File: src/rtl/alif_array.sv
// alif_array: time-multiplexed array of adaptive leaky integrate-and-fire neurons.
// Define ALIF_REFRACTORY_EN to add per-channel refractory counters.
module alif_array #(
    parameter int N_CH            = 3,
    parameter int W               = 8,
    parameter int IN_W            = 12,
    parameter int LEAK_SHIFT      = 1,
    parameter int THR_BASE        = 200,
    parameter int THR_INC         = 16,
    parameter int THR_DECAY_SHIFT = 3,
    parameter int REF_STEPS       = 2,
    localparam int SW             = N_CH > 1 ? $clog2(N_CH) : 1
) (
    input  logic            clk,
    input  logic            rst,
    input  logic            step_valid,
    output logic            step_ready,
    input  logic [IN_W-1:0] current,
    output logic [N_CH-1:0] spikes,
    output logic            done,
    input  logic [SW-1:0]   mon_sel,
    output logic [W-1:0]    mon_state,
    output logic [W-1:0]    mon_thr
);
    localparam int SWD = (W > IN_W + 1 ? W : IN_W + 1) + 1;
    localparam int RW = REF_STEPS > 0 ? $clog2(REF_STEPS + 1) : 1;
    localparam logic [W-1:0] MAXV = '1;
    localparam logic [W-1:0] BASE = W'(THR_BASE);

    typedef enum logic [1:0] {IDLE, RUN, DONE} state_t;
    state_t st;
    logic [IN_W-1:0] cur;
    logic [SW-1:0] ch;
    logic [N_CH-1:0] acc;
    logic [W-1:0] u [N_CH];
    logic [W-1:0] thr [N_CH];
    logic [W-1:0] u_c, thr_c, u_l, s, thr_inc, thr_dec, d;
    logic [IN_W:0] i_c;
    logic [SWD-1:0] s_w;
    logic [W:0] t_up;
    logic refr, fire;
`ifdef ALIF_REFRACTORY_EN
    logic [RW-1:0] rc [N_CH];
    assign refr = rc[ch] != '0;
`else
    logic [RW-1:0] unused_ref;
    assign unused_ref = RW'(REF_STEPS);
    assign refr = 1'b0;
`endif

    always_comb begin
        u_c = u[ch];
        thr_c = thr[ch];
        i_c = {1'b0, cur} + (IN_W+1)'(ch) + (IN_W+1)'(1);
        u_l = u_c - (u_c >> LEAK_SHIFT);
        s_w = SWD'(u_l) + SWD'(i_c);
        s = s_w > SWD'(MAXV) ? MAXV : s_w[W-1:0];
        t_up = {1'b0, thr_c} + (W+1)'(THR_INC);
        thr_inc = t_up > {1'b0, MAXV} ? MAXV : t_up[W-1:0];
        // relax toward the resting threshold by at least one per step
        d = (thr_c - BASE) >> THR_DECAY_SHIFT;
        thr_dec = thr_c > BASE ? thr_c - (d == '0 ? W'(1) : d) : thr_c;
        fire = !refr && s >= thr_c;
    end

    assign step_ready = st == IDLE;
    assign mon_state = {1'b0, mon_sel} < (SW+1)'(N_CH) ? u[mon_sel] : '0;
    assign mon_thr = {1'b0, mon_sel} < (SW+1)'(N_CH) ? thr[mon_sel] : '0;

    always_ff @(posedge clk or posedge rst) begin
        if (rst) begin
            st <= IDLE;
            cur <= '0;
            ch <= '0;
            acc <= '0;
            spikes <= '0;
            done <= 1'b0;
            for (int i = 0; i < N_CH; i++) begin
                u[i] <= '0;
                thr[i] <= BASE;
`ifdef ALIF_REFRACTORY_EN
                rc[i] <= '0;
`endif
            end
        end else begin
            done <= 1'b0;
            case (st)
                IDLE: if (step_valid) begin
                    cur <= current;
                    ch <= '0;
                    acc <= '0;
                    st <= RUN;
                end
                RUN: begin
                    u[ch] <= fire || refr ? '0 : s;
                    thr[ch] <= fire ? thr_inc : thr_dec;
`ifdef ALIF_REFRACTORY_EN
                    rc[ch] <= fire ? RW'(REF_STEPS) : refr ? rc[ch] - RW'(1) : '0;
`endif
                    acc <= acc | (N_CH'(fire) << ch);
                    if (ch == SW'(N_CH - 1)) begin
                        spikes <= acc | (N_CH'(fire) << ch);
                        done <= 1'b1;
                        st <= DONE;
                    end else begin
                        ch <= ch + SW'(1);
                    end
                end
                default: st <= IDLE;
            endcase
        end
    end
endmodule

File: config.mk
export PLATFORM = sky130hd
export DESIGN_NAME = alif_array
export DESIGN_NICKNAME = d
export VERILOG_FILES = /design/src/rtl/alif_array.sv
export SDC_FILE = /design/constraint.sdc
export NUM_CORES = 1
export LEC_CHECK = 0
export CAP_MARGIN = 25
export CORE_ASPECT_RATIO = 1.5
export CORE_MARGIN = 2
export CORE_UTILIZATION = 45
export CTS_BUF_LIST = sky130_fd_sc_hd__clkbuf_16
export DETAILED_ROUTE_END_ITERATION = 8
export HOLD_SLACK_MARGIN = 0.12
export PLACE_DENSITY_LB_ADDON = 0.08
export SYNTH_ARGS = -nofsm -noshare
export SYNTH_HDL_FRONTEND = slang
export SYNTH_SLANG_ARGS = --single-unit
File: constraint.sdc
create_clock -name clk -period 8.87 [get_ports clk]
set_input_delay 2.661 -clock clk [delete_from_list [all_inputs] [get_ports clk]]
set_output_delay 2.661 -clock clk [all_outputs]
set_load 0.03 [all_outputs]
==> metrics.txt <==
# TYPE chip_impl_metric gauge
chip_impl_metric{name="wl_met1",unit="µm"} 5000
chip_impl_metric{name="synth.cell_area",unit="µm²"} 5060
chip_impl_metric{name="drive_above_1_share",unit="%"} 10.6
chip_impl_metric{name="timing_worst_slew_pin_value",unit="ps"} 735
chip_impl_info{name="clock-root-buffer",value="sky130_fd_sc_hd__clkbuf_16"} 1
chip_impl_metric{name="hpwl_after_dpl",unit="µm"} 9640
chip_impl_metric{name="regArea",unit="µm²"} 1790
chip_impl_metric{name="ys_warn_count",unit=""} 0
chip_impl_metric{name="groute.usage.overall",unit="%"} 22.4
chip_impl_metric{name="die_h",unit="µm"} 134
chip_impl_metric{name="register_area_share_after_synthesis",unit="%"} 35.3
chip_impl_metric{name="rows",unit=""} 47
chip_impl_metric{name="postCtsSetupRepairBufs",unit=""} 0
chip_impl_metric{name="floorplan.io_pins",unit=""} 38
chip_impl_metric{name="tns",unit="ps"} 0
chip_impl_info{name="topRoutingLayerUsed",value="met4"} 1
chip_impl_metric{name="asyncSetResetFlopFracSynth",unit="%"} 100
chip_impl_metric{name="crit_path_max_fanout",unit=""} 17
chip_impl_metric{name="cap_violations",unit=""} 0
chip_impl_metric{name="post-route-drc-count",unit=""} 0
chip_impl_info{name="worstSetupPathType",value="in -> out"} 1
chip_impl_info{name="grt_setup_unrepaired",value="false"} 1
chip_impl_metric{name="multiInputGateArea",unit="µm²"} 3000
chip_impl_metric{name="cts.sink_count",unit=""} 71
chip_impl_metric{name="yosys_register_bits",unit=""} 71
chip_impl_metric{name="global_route_wire_length_before_repair",unit="µm"} 21400
chip_impl_metric{name="clk-insertion-delay-late",unit="ps"} 340
chip_impl_metric{name="post-place-ws",unit="ps"} 1160
chip_impl_metric{name="gp_congestion",unit=""} 0.811
chip_impl_metric{name="areaGrowthSynthToFinish",unit="%"} 16.4
chip_impl_metric{name="max-clock-path-buffers",unit=""} 2
chip_impl_metric{name="dr_wl_met2",unit="µm"} 7120
chip_impl_metric{name="syn_area_per_cell",unit="µm²"} 9.22
chip_impl_metric{name="filler_cell_count",unit=""} 1034
chip_impl_metric{name="die-area",unit="µm²"} 12100
chip_impl_metric{name="final.setup.worst_slack",unit="ps"} 1210
chip_impl_metric{name="clock_slew_at_the_register_clock_pins_of_the_worst_setup_and_hold_paths",unit="ps"} 60
chip_impl_metric{name="cts-hold-fix-buffers",unit=""} 0
chip_impl_metric{name="synth-edff-count",unit=""} 0
chip_impl_metric{name="critical_path_required",unit="ps"} 6210
chip_impl_metric{name="drtPass1Iterations",unit=""} 4
chip_impl_info{name="path_type_of_the_worst_min_delay_path",value="reg -> reg"} 1
chip_impl_metric{name="initial_utilization",unit="%"} 46.0
chip_impl_metric{name="detail_routed_net_length_per_standard_cell",unit="µm"} 17.6
chip_impl_metric{name="die_boundary_width",unit="µm"} 90.6
chip_impl_metric{name="normalized_max_slew_margin",unit="%"} 51.0
chip_impl_metric{name="cts_buffer_count",unit=""} 9
chip_impl_info{name="tritoncts",value="done"} 1
chip_impl_metric{name="finalSetupViolCount",unit=""} 0
chip_impl_metric{name="placeable_area",unit="µm²"} 11000
chip_impl_metric{name="route.detailed.vias_per_inst",unit=""} 5.60
chip_impl_info{name="endpoint_kind",value="output pin"} 1
chip_impl_metric{name="h-tree-depth",unit=""} 3
chip_impl_info{name="run_status",value="finished, final reports clean"} 1
chip_impl_metric{name="via_count",unit=""} 4093
chip_impl_metric{name="fmax",unit="MHz"} 130
chip_impl_metric{name="final_period_minus_worst_setup_slack",unit="ps"} 7660
chip_impl_info{name="worst_setup_path_start_kind",value="primary input"} 1
chip_impl_metric{name="finClkSkew",unit="ps"} 6.76
chip_impl_metric{name="syn_nets",unit=""} 616
chip_impl_metric{name="yosys.cell_types.count",unit=""} 56
chip_impl_info{name="synth-main-ff-cell",value="sky130_fd_sc_hd__dfrtp_1"} 1
chip_impl_metric{name="grt_antenna_before_repair",unit=""} 0
chip_impl_metric{name="fin_nets",unit=""} 646
chip_impl_metric{name="globalRouteOverflowTotal",unit=""} 0
chip_impl_metric{name="postRouteAntennaNets",unit=""} 0
chip_impl_metric{name="dr_wl_met3",unit="µm"} 412
chip_impl_metric{name="routed_wirelength",unit="µm"} 12900
chip_impl_metric{name="synthCells",unit=""} 549
chip_impl_metric{name="drt_first_iter_violations",unit=""} 201
chip_impl_metric{name="number_of_endpoints_with_negative_hold_slack_in_the_final_report",unit=""} 0
chip_impl_metric{name="insertedDiodeCount",unit=""} 0
chip_impl_metric{name="via_count_of_the_first_global_routing_pass",unit=""} 4302
chip_impl_metric{name="pin_count_of_the_biggest_net_entering_global_routing",unit=""} 72
chip_impl_metric{name="post_route_fraction_of_the_period_consumed_by_the_critical_path",unit="%"} 86.4
chip_impl_metric{name="slew_violations",unit=""} 0
chip_impl_metric{name="count_of_input_and_output_buffers",unit=""} 37
chip_impl_metric{name="post_cts_resized",unit=""} 0
chip_impl_metric{name="critPathArrivalTime",unit="ps"} 5000
-- flip-flops by register name, summed over array words and instances, names as in the netlist --
name    count
st          2
acc         3
spikes      3
ch          2
cur        12
done        1
u          24
thr        24
-- placed cells by master (no fill, tap or decap), types with 2 or more instances in the layout --
master	netlist	routed
sky130_fd_sc_hd__a211o_1	5	5
sky130_fd_sc_hd__a21o_1	10	10
sky130_fd_sc_hd__a21oi_1	18	18
sky130_fd_sc_hd__a22oi_2	2	2
sky130_fd_sc_hd__a31oi_1	21	21
sky130_fd_sc_hd__and2_1	9	9
sky130_fd_sc_hd__and3_1	2	2
sky130_fd_sc_hd__buf_4	2	8
sky130_fd_sc_hd__bufinv_16	0	2
sky130_fd_sc_hd__clkbuf_16	0	9
sky130_fd_sc_hd__clkdlybuf4s50_1	0	37
sky130_fd_sc_hd__dfrtp_1	62	62
sky130_fd_sc_hd__dfstp_2	9	9
sky130_fd_sc_hd__fa_1	4	4
sky130_fd_sc_hd__ha_1	46	46
sky130_fd_sc_hd__inv_1	39	39
sky130_fd_sc_hd__mux2_2	16	16
sky130_fd_sc_hd__mux2_4	2	2
sky130_fd_sc_hd__mux2i_1	34	34
sky130_fd_sc_hd__nand2_1	74	74
sky130_fd_sc_hd__nand2b_1	2	2
sky130_fd_sc_hd__nand3_1	3	3
sky130_fd_sc_hd__nand4_1	2	2
sky130_fd_sc_hd__nor2_1	19	19
sky130_fd_sc_hd__nor2b_1	8	8
sky130_fd_sc_hd__nor3_1	3	3
sky130_fd_sc_hd__o211ai_1	2	2
sky130_fd_sc_hd__o21a_1	8	8
sky130_fd_sc_hd__o21ai_0	63	63
sky130_fd_sc_hd__o21bai_1	3	3
sky130_fd_sc_hd__o22ai_1	15	15
sky130_fd_sc_hd__or3_1	2	2
sky130_fd_sc_hd__xnor2_1	15	15
sky130_fd_sc_hd__xor2_1	3	3
-- metal layers --
metal | vias to the layer above | global-route usage (%)
met4 | 0 | 8.97
met2 | 85 | 43.2
li1 | 1994 | -
met5 | - | 0
met3 | 24 | 2.30
met1 | 1990 | 24.9
-- final cells by class --
class	count	share of cell area (%)
Clock buffer	9	3.82
Clock inverter	7	1.51
Inverter	39	2.48
Multi-Input combinational cell	412	51.0
Sequential cell	71	30.3
Tap cell	147	3.12
Timing Repair Buffer	46	7.77
-- synth_stat cells, types with 2 or more instances --
cell type	n	area, µm²
sky130_fd_sc_hd__dfrtp_1	62	1550
sky130_fd_sc_hd__a21oi_1	18	90.1
sky130_fd_sc_hd__a31oi_1	21	131
sky130_fd_sc_hd__o21ai_0	63	315
sky130_fd_sc_hd__nor2_1	19	71.3
sky130_fd_sc_hd__inv_1	39	146
sky130_fd_sc_hd__xor2_1	3	26.3
sky130_fd_sc_hd__buf_6	2	22.5
sky130_fd_sc_hd__buf_2	2	10.0
sky130_fd_sc_hd__nor3_1	3	15.0
sky130_fd_sc_hd__nand3_1	3	15.0
sky130_fd_sc_hd__nor2b_1	8	50.1
sky130_fd_sc_hd__nand4_1	2	12.5
sky130_fd_sc_hd__nand2_1	74	278
sky130_fd_sc_hd__o211ai_1	2	15.0
sky130_fd_sc_hd__dfstp_2	9	236
sky130_fd_sc_hd__fa_1	4	80.1
sky130_fd_sc_hd__and3_1	2	12.5
sky130_fd_sc_hd__buf_1	2	7.51
sky130_fd_sc_hd__and2_1	9	56.3
sky130_fd_sc_hd__nand2b_1	2	12.5
sky130_fd_sc_hd__a22oi_2	2	25.0
sky130_fd_sc_hd__mux2_4	2	30.0
sky130_fd_sc_hd__mux2_2	16	180
sky130_fd_sc_hd__a21o_1	10	75.1
sky130_fd_sc_hd__xnor2_1	15	131
sky130_fd_sc_hd__ha_1	46	576
sky130_fd_sc_hd__mux2i_1	34	340
sky130_fd_sc_hd__o21a_1	8	60.1
sky130_fd_sc_hd__a211o_1	5	43.8
sky130_fd_sc_hd__clkbuf_1	19	71.3
sky130_fd_sc_hd__o22ai_1	15	93.8
sky130_fd_sc_hd__buf_4	2	15.0
sky130_fd_sc_hd__or3_1	2	12.5
sky130_fd_sc_hd__o21bai_1	3	22.5
-- kinds of logic (layout without fill, tap and decap cells) --
logic type                 after synthesis  after routing  share of synthesized area (%)
adders and majority gates               50             50                           12.9
AOI/OAI and AO/OA                      164            164                           21.1
DFF                                     71             71                           35.3
buffers and inverters                   66            101                           5.39
muxes                                   52             52                           10.9
and+or+nand+nor                        128            128                           11.3
xor gates and xnor gates                18             18                           3.11
-- critical path, stage by stage --
cell	delay (ps)
sky130_fd_sc_hd__clkdlybuf4s50_1	460
sky130_fd_sc_hd__buf_4	230
sky130_fd_sc_hd__nor2b_1	500
sky130_fd_sc_hd__buf_4	290
sky130_fd_sc_hd__nand2_1	70
sky130_fd_sc_hd__o21ai_0	90
sky130_fd_sc_hd__clkdlybuf4s50_1	700
-- stage by stage --
stage          hold WS [ps]  area [µm²]  util, %  instances
6_report                480        5890     53.6        731
3_5_place_dp            470        5550     50.5        714
2_1_floorplan           463        5060        -        549
4_1_cts                 484        5870     53.3        730
3_3_place_gp            465        5550     50.5        714
5_1_grt                 509        5890     53.6        731
-- worst paths after layout --
check                                 from      endpoint  slack [ps]  depth (start not counted)
worst max-delay path            mon_sel[0]  mon_state[4]        1210                          7
max in group asynchronous              rst       thr[11]        5700                          4
worst min-delay path             spikes[1]     spikes[1]         480                          2
worst min register to register   spikes[1]     spikes[1]         480                          2
min in group asynchronous              rst        thr[0]        2590                          3
worst max register to register       ch[0]        thr[5]        1390                         26
Power is not shown: default switching activity piles up to over one toggle a cycle in this logic, so the estimate is an artifact.
